`src/rtl/multicycle_sequencer.sv`:
```
// Control FSM for the multicycle MIPS datapath: fetch/decode/execute/memory/writeback
// sequencing with MOC handshake waits and a stalled-memory timeout.
module multicycle_sequencer #(
  parameter int unsigned MOC_TIMEOUT = 15,
  parameter int unsigned CNT_W       = 4
) (
  input  logic       clk,
  input  logic       reset,
  input  logic       moc,
  input  logic [5:0] opcode,
  output logic       irLoad,
  output logic       pcLoad,
  output logic       marLoad,
  output logic       mdrLoad,
  output logic       regWrite,
  output logic       rfSource,
  output logic       mdrSource,
  output logic       pcSelect,
  output logic [1:0] aluSource,
  output logic       immediate,
  output logic [5:0] aluCode,
  output logic       branch,
  output logic       jump,
  output logic       rw,
  output logic       fault,
  output logic       illegalOp,
  output logic [3:0] state
);

  localparam logic [5:0] OP_RTYPE = 6'b000000;
  localparam logic [5:0] OP_ADDI  = 6'b001000;
  localparam logic [5:0] OP_LW    = 6'b100011;
  localparam logic [5:0] OP_SW    = 6'b101011;
  localparam logic [5:0] OP_BEQ   = 6'b000100;
  localparam logic [5:0] OP_J     = 6'b000010;
  localparam logic [5:0] ALU_ADD  = 6'b100000;
  localparam logic [5:0] ALU_SUB  = 6'b100010;
  localparam logic [CNT_W-1:0] CNT_MAX     = '1;
  localparam logic [CNT_W-1:0] TIMEOUT_CNT = CNT_W'(MOC_TIMEOUT);

  typedef enum logic [3:0] {
    IDLE, FETCH_ADDR, FETCH_MEM, FETCH_IR, DECODE, EXEC_R, EXEC_I, MEM_ADDR,
    MEM_RD, LOAD_MDR, WB_MEM, MEM_WR, BRANCH, JUMP, FAULT
  } stateT;

  stateT curState, nextState;
  logic [CNT_W-1:0] waitCnt;
  logic inWait, timedOut;

  logic irLoadD, pcLoadD, marLoadD, mdrLoadD, regWriteD, rfSourceD, mdrSourceD, pcSelectD;
  logic [1:0] aluSourceD;
  logic immediateD;
  logic [5:0] aluCodeD;
  logic branchD, jumpD, rwD, faultD;

  assign inWait   = (curState == FETCH_MEM) || (curState == MEM_RD) || (curState == MEM_WR);
  assign timedOut = (waitCnt >= TIMEOUT_CNT);
  assign state    = curState;

  // State register
  always_ff @(posedge clk or negedge reset) begin
    if (!reset) curState <= IDLE;
    else        curState <= nextState;
  end

  // Next-state logic; illegalOp is the only opcode-dependent output
  always_comb begin
    nextState = curState;
    illegalOp = 1'b0;
    case (curState)
      IDLE:       nextState = FETCH_ADDR;
      FETCH_ADDR: nextState = FETCH_MEM;
      FETCH_MEM:  if (moc) nextState = FETCH_IR; else if (timedOut) nextState = FAULT;
      FETCH_IR:   nextState = DECODE;
      DECODE: begin
        case (opcode)
          OP_RTYPE:     nextState = EXEC_R;
          OP_ADDI:      nextState = EXEC_I;
          OP_LW, OP_SW: nextState = MEM_ADDR;
          OP_BEQ:       nextState = BRANCH;
          OP_J:         nextState = JUMP;
          default: begin
            nextState = FETCH_ADDR;
            illegalOp = 1'b1;
          end
        endcase
      end
      EXEC_R, EXEC_I, WB_MEM, BRANCH, JUMP: nextState = FETCH_ADDR;
      MEM_ADDR: begin
        if (opcode == OP_LW)      nextState = MEM_RD;
        else if (opcode == OP_SW) nextState = MEM_WR;
        else                      nextState = FETCH_ADDR;
      end
      MEM_RD:   if (moc) nextState = LOAD_MDR;   else if (timedOut) nextState = FAULT;
      LOAD_MDR: nextState = WB_MEM;
      MEM_WR:   if (moc) nextState = FETCH_ADDR; else if (timedOut) nextState = FAULT;
      FAULT:    nextState = FAULT;
      default:  nextState = IDLE;
    endcase
  end

  // Moore output decode of the upcoming state, registered below
  always_comb begin
    irLoadD = 1'b0; pcLoadD = 1'b0; marLoadD = 1'b0; mdrLoadD = 1'b0;
    regWriteD = 1'b0; rfSourceD = 1'b0; mdrSourceD = 1'b0; pcSelectD = 1'b0;
    aluSourceD = 2'b00; immediateD = 1'b0; aluCodeD = 6'd0;
    branchD = 1'b0; jumpD = 1'b0; rwD = 1'b1; faultD = 1'b0;
    case (nextState)
      FETCH_ADDR: begin
        aluSourceD = 2'b11; immediateD = 1'b1; aluCodeD = ALU_ADD; marLoadD = 1'b1;
      end
      FETCH_IR: begin
        irLoadD = 1'b1; pcLoadD = 1'b1;
      end
      EXEC_R: begin
        pcSelectD = 1'b1; rfSourceD = 1'b1; regWriteD = 1'b1;
      end
      EXEC_I: begin
        pcSelectD = 1'b1; aluSourceD = 2'b01; immediateD = 1'b1; aluCodeD = ALU_ADD;
        regWriteD = 1'b1;
      end
      MEM_ADDR: begin
        pcSelectD = 1'b1; aluSourceD = 2'b01; immediateD = 1'b1; aluCodeD = ALU_ADD;
        marLoadD = 1'b1;
      end
      LOAD_MDR: mdrLoadD = 1'b1;
      WB_MEM: begin
        mdrSourceD = 1'b1; regWriteD = 1'b1;
      end
      MEM_WR: rwD = 1'b0;
      BRANCH: begin
        pcSelectD = 1'b1; immediateD = 1'b1; aluCodeD = ALU_SUB; branchD = 1'b1;
        pcLoadD = 1'b1;
      end
      JUMP: begin
        jumpD = 1'b1; pcLoadD = 1'b1;
      end
      FAULT:   faultD = 1'b1;
      default: ;
    endcase
  end

  always_ff @(posedge clk or negedge reset) begin
    if (!reset) begin
      irLoad <= 1'b0; pcLoad <= 1'b0; marLoad <= 1'b0; mdrLoad <= 1'b0;
      regWrite <= 1'b0; rfSource <= 1'b0; mdrSource <= 1'b0; pcSelect <= 1'b0;
      aluSource <= 2'b00; immediate <= 1'b0; aluCode <= 6'd0;
      branch <= 1'b0; jump <= 1'b0; rw <= 1'b1; fault <= 1'b0;
    end else begin
      irLoad <= irLoadD; pcLoad <= pcLoadD; marLoad <= marLoadD; mdrLoad <= mdrLoadD;
      regWrite <= regWriteD; rfSource <= rfSourceD; mdrSource <= mdrSourceD;
      pcSelect <= pcSelectD; aluSource <= aluSourceD; immediate <= immediateD;
      aluCode <= aluCodeD; branch <= branchD; jump <= jumpD; rw <= rwD; fault <= faultD;
    end
  end

  // Wait counter: cleared whenever not sitting in a wait state with moc low
  always_ff @(posedge clk or negedge reset) begin
    if (!reset) begin
      waitCnt <= '0;
    end else if (inWait && !moc && (nextState == curState)) begin
      if (waitCnt != CNT_MAX) waitCnt <= waitCnt + CNT_W'(1);
    end else begin
      waitCnt <= '0;
    end
  end

endmodule

```
`config.mk`:
```
export PLATFORM = sky130hd
export DESIGN_NAME = multicycle_sequencer
export DESIGN_NICKNAME = d
export VERILOG_FILES = /design/src/rtl/multicycle_sequencer.sv
export SDC_FILE = /design/constraint.sdc
export NUM_CORES = 1
export LEC_CHECK = 0
export CAP_MARGIN = 40
export CORE_MARGIN = 2
export CORE_UTILIZATION = 44
export CTS_CLUSTER_DIAMETER = 80
export DETAILED_ROUTE_END_ITERATION = 8
export PLACE_DENSITY_LB_ADDON = 0.12
export REMOVE_ABC_BUFFERS = 1
export SYNTH_ARGS = -nofsm -noshare
export SYNTH_HDL_FRONTEND = slang
export SYNTH_SLANG_ARGS = --single-unit
```
`constraint.sdc`:
```
create_clock -name clk -period 2.1 [get_ports clk]
set_clock_uncertainty 0.2 [all_clocks]
set_input_delay 0.315 -clock clk [delete_from_list [all_inputs] [get_ports clk]]
set_output_delay 0.315 -clock clk [all_outputs]
set_load 0.05 [all_outputs]
```
== Yosys cells after proc, flatten, opt, wreduce, memory -nomap -nowiden ==
Cells that the tools add are included.

* Flip-flop bits (word level): 29
* Input bits: 9
* Logic and storage cells: 96

* Add/sub/neg operators: 1
* Order comparisons: 1
* Equal/unequal tests: 33
* Mux-type cells: 27
* Reductions and logical operators: 17

{| class="wikitable"
|+ Operators by type and width
! cell !! number
|-
| $eq 4x4->1 const B || 13
|-
| $pmux 4 s10 || 1
|-
| $mux 4 || 8
|-
| $eq 4x3->1 const B || 7
|-
| $pmux 4 s5 || 1
|-
| $mux 1 || 15
|-
| $eq 4x2->1 const B || 3
|-
| $eq 6x6->1 const B || 2
|-
| $pmux 6 s2 || 1
|-
| $reduce_or 6->1 || 2
|-
| $reduce_or 3->1 || 3
|-
| $eq 4x1->1 const B || 2
|-
| $reduce_or 4->1 || 2
|-
| $eq 6x2->1 const B || 1
|-
| $eq 6x3->1 const B || 1
|-
| $eq 6x4->1 const B || 1
|-
| $logic_not 6->1 || 1
|-
| $reduce_or 2->1 || 3
|-
| $add 4x1->4 const B || 1
|-
| $eq 4x4->1 || 1
|-
| $ge 4x4->1 const B || 1
|-
| $logic_not 4->1 || 1
|-
| $ne 4x4->1 const B || 1
|-
| $pmux 2 s2 || 1
|-
| other kinds (4) || 6
|}

== Depth between registers and ports, before layout ==
* Depth after elaboration: 7
* Mapped depth: 8
* Mapped depth without buffers: 7

== Worst setup path after synthesis ==
OpenSTA, ideal clock, no wires.

* Path type: flip-flop to output port
* Start: register curState[0] (netlist: state[0])
* End: output illegalOp
* Arrival: 2001 ps
* Data required time: 1585 ps
* Slack: -416 ps
* Cell stages (with the launch flop): 3
* Path buffers: 0
* Cells stage by stage: dfrtp_1 or4b_1 a21oi_1

* Cells in the longest elaborated chain, start to end: 2

{| class="wikitable"
|+ RTL lines
! what !! line !! RTL
|-
| start, declared || 46 || <nowiki>stateT curState, nextState;</nowiki>
|-
| start signal, assigned || 63 || <nowiki>else curState <= nextState;</nowiki>
|-
| $eq 4x3->1 || 70 || <nowiki>case (curState)</nowiki>
|-
| $mux 1 || 70 ||
|-
| end, declared || 26 || <nowiki>output logic illegalOp,</nowiki>
|}

No other way between the ends.

== Worst setup path after layout ==
* Start: register curState[3] (netlist: state[3])
* End: output illegalOp

The elaborated chain is that of the path after synthesis.

==> results by group <==
Critical path
  – R2r setup slk: -100 ps
  – Reg-to-reg critical path startpoint: state[3]
  – Critical Path Start: state[3]
  – Arrival @ worst endpoint: around 1700 ps
  – Reg2Reg Depth: 7
  – Critical R2R Capture: regWrite
  – Setup crit end kind: primary output
  – WP data required: roughly 1600 ps
  – WS Path Type: reg -> out
  – Crit Path Max Fanout: 8
  – Worst setup path end: illegalOp
  – Crit start category: flop

Place
  – Detailed Place HPWL: between 2000 and 2500 µm
  – Placement Setup Slack: -564.0 ps
  – Port Buffer Count: 30
  – Final RePlAce weighted congestion: ~0.84
  – Dpl cell area: 1957 µm²

Synth
  – Yosys reg bits: 25
  – Area leader, netlist: dfrtp_1
  – Primary FF master, synth: dfrtp_1
  – Share of async-settable or async-resettable flops after synthesis: 1.000
  – Ys Warns: 0
  – Top cell type's share of synthesized area: 0.4290
  – Post-synthesis instance area: around 1400 µm²
  – Number of synthesized flops with an enable pin: 0
  – Post-synth top cells: dfrtp_1, nor2_1, nand3_1, nor3_1, o21ai_0
  – Cell count after synthesis: approximately 140
  – Most common cell in the netlist: dfrtp_1
  – Synth area leaders: dfrtp_1, nor2_1, buf_4
  – Syn_area_per_cell: 10.07 µm²
  – Sequential fraction of the synthesis area: 0.4477
  – Netlist cell types: 47

Route
  – WL/cell: 14.32 µm
  – Drt total wl: roughly 3700 µm
  – Drt first pass iters: 4
  – Routed Antenna Nets: 0
  – # DRC: 0
  – Iteration-0 DRC Markers: 37
  – DR vias/cell: 5.237
  – Via count: around 1300

Power and ir drop
  – P_leak: 1.046 nW
  – Net Sw Power: roughly 1.4 mW
  – Peak supply drop: between 0.0007 and 0.0008 V
  – Switch share: 0.4556
  – Clock Power Share: 0.069
  – Sequential fraction of design power: 0.225
  – P_int: approximately 1.7 mW
  – Comb power frac: 0.706
  – PD cells: 1352 nW/µm²

STA
  – Tmin final: 2217 ps
  – Worst-margin pin slew: roughly 500 ps
  – Fin worst setup slack: -116.8 ps
  – Fmax: about 0.45 GHz
  – Slew headroom: 0.6647
  – RSZ-0062 raised after global routing: yes
  – Final hold violation count: 0
  – Final Setup Violations: 11
  – Slew Limit Fails: 0
  – Final cycle utilization of the critical path: 1.056

Status
  – Status: finished with violations
  – Failing checks: setup timing

Die
  – Num ports: 35
  – Die ar.: about 3600 µm²
  – Die height: between 60 and 70 µm
  – Core area: between 3000 and 4000 µm²
  – Row cnt: 20
  – Initial Util: 0.4624
  – Die width: about 60 µm

Global routing
  – Global-route wire length before repair: between 5000 and 6000 µm
  – Grt met3 use: 0.02985
  – Total track usage: 0.2040
  – Met1 Use GR: 0.2591
  – Total grt overflow: 0
  – Largest net degree at the start of global routing: 26
  – Vias in the first global route: 1230
  – Grt met2 use: 0.3540
  – Initial antenna violation count: 0
  – Busiest grt layer: met2

Layout
  – Final core occ: 0.7529
  – Area grow syn2layout: 62.82%
  – Fraction of layout cells with a size suffix above 1: 0.4460
  – Design area: roughly 2300 µm²
  – Final #Nets: between 200 and 250
  – Diodes inserted: 0

Clock network
  – Skew-Pair Late Insertion Delay: about 310 ps
  – Post-CTS Hold Fix Bufs: 0
  – Root Buffer: clkbuf_4
  – H-tree levels: 1
  – Clk slew on worst S/H paths: around 130 ps
  – CTS Buf Count: 3
  – CTS tree: built
  – Clock tree buffer depth: 2
  – CTS sink count: 25

Job
  – Max Cap Viol: 0

Min path
  – Worst min path class: in -> async
## what timing repair did
action,in CTS,in global routing
buffers inserted,5,7
endpoints found under the hold margin,0,0
resized for setup,31,23
pin swaps,7,12
gates cloned,0,0
endpoints found under the setup margin,16,16
## metrics by stage
| stage | std cells | hold slack [ps] | TNS [ps] | power, mW |
|---|---|---|---|---|
| after floorplan | 131 | -180.6 | -3788 | 1.669 |
| after global placement | 242 | 412.8 | -5469 | 2.270 |
| after detailed placement | 242 | 435.1 | -7269 | 2.305 |
| after CTS | 251 | 151.9 | -441.7 | 2.810 |
| after global routing | 257 | 164.3 | -1562 | 3.248 |
| final | 257 | 148.2 | -638.3 | 3.081 |
## routing by layer
layer  up-vias  share of wire
met5         -              0
met2        56           0.51
met3         6          0.057
li1        644              -
met4         0          0.011
met1       640           0.42
## logic make-up after synthesis
group | synth area share
AND/OR/NAND/NOR | 0.2949
flip-flops | 0.4477
AO/OA/AOI/OAI | 0.1162
buffers and inverters | 0.07149
XOR/XNOR | 0.04379
multiplexers | 0.01430
adder cells (fa/ha/maj) | 0.008935
other | 0.002678
## critical path: stages (launching register included)
cell,delay [ps]
dfrtp_2,510
or4b_4,550
a21oi_4,170
buf_12,150
## power by group through the flow
stage | Sequential (mW) | Clock (mW) | Combinational [mW]
finish | 0.694 | 0.212 | 2.18
global route | 0.707 | 0.236 | 2.31
CTS | 0.689 | 0.216 | 1.90
detailed placement | 0.713 | 0 | 1.59
global placement | 0.704 | 0 | 1.57
floorplan | 1.05 | 0 | 0.616
## cells in the final DEF, fill, tap and decap left out, types with 3 or more instances in the layout
cell type,count
dfrtp_2,4
inv_1,3
and4b_1,3
dfrtp_1,20
buf_6,4
a21oi_2,3
nor2_1,12
clkdlybuf4s50_1,18
nand3_1,4
nor3_1,5
clkbuf_4,3
conb_1,4
nor2b_1,4
and3_1,3
nor3b_1,3
xor2_1,4
buf_4,47
dlygate4sd2_1,5
buf_12,3
## worst min path at each step
stage | start | to | slack (ps) | cells past startpoint
after floorplan | reset | aluCode[1] | -180 | 0
after global placement | waitCnt[1] | waitCnt[1] | 410 | 3
after detailed placement | waitCnt[1] | waitCnt[1] | 440 | 3
after CTS | reset | pcSelect | 150 | 2
after global routing | reset | immediate | 160 | 2
final | reset | immediate | 150 | 2
## flip-flops by register name, indices dropped and copies added (netlist names)
name / count
aluCode: 2
aluSource: 2
branch: 1
fault: 1
immediate: 1
irLoad: 1
jump: 1
marLoad: 1
mdrLoad: 1
mdrSource: 1
pcLoad: 1
pcSelect: 1
regWrite: 1
rfSource: 1
rw: 1
state: 4
waitCnt: 4
## final cells by class
type / instances / area [µm²]
multi-input cells: 102 / 853.3
well taps: 44 / 55.05
inverters: 4 / 17.52
clock buffers: 3 / 22.52
fillers: 204 / 748.2
clock inverters: 1 / 5.005
flip-flops and latches: 25 / 631.9
repair buffers: 78 / 694.4
Power figures use the tool's default switching activity.
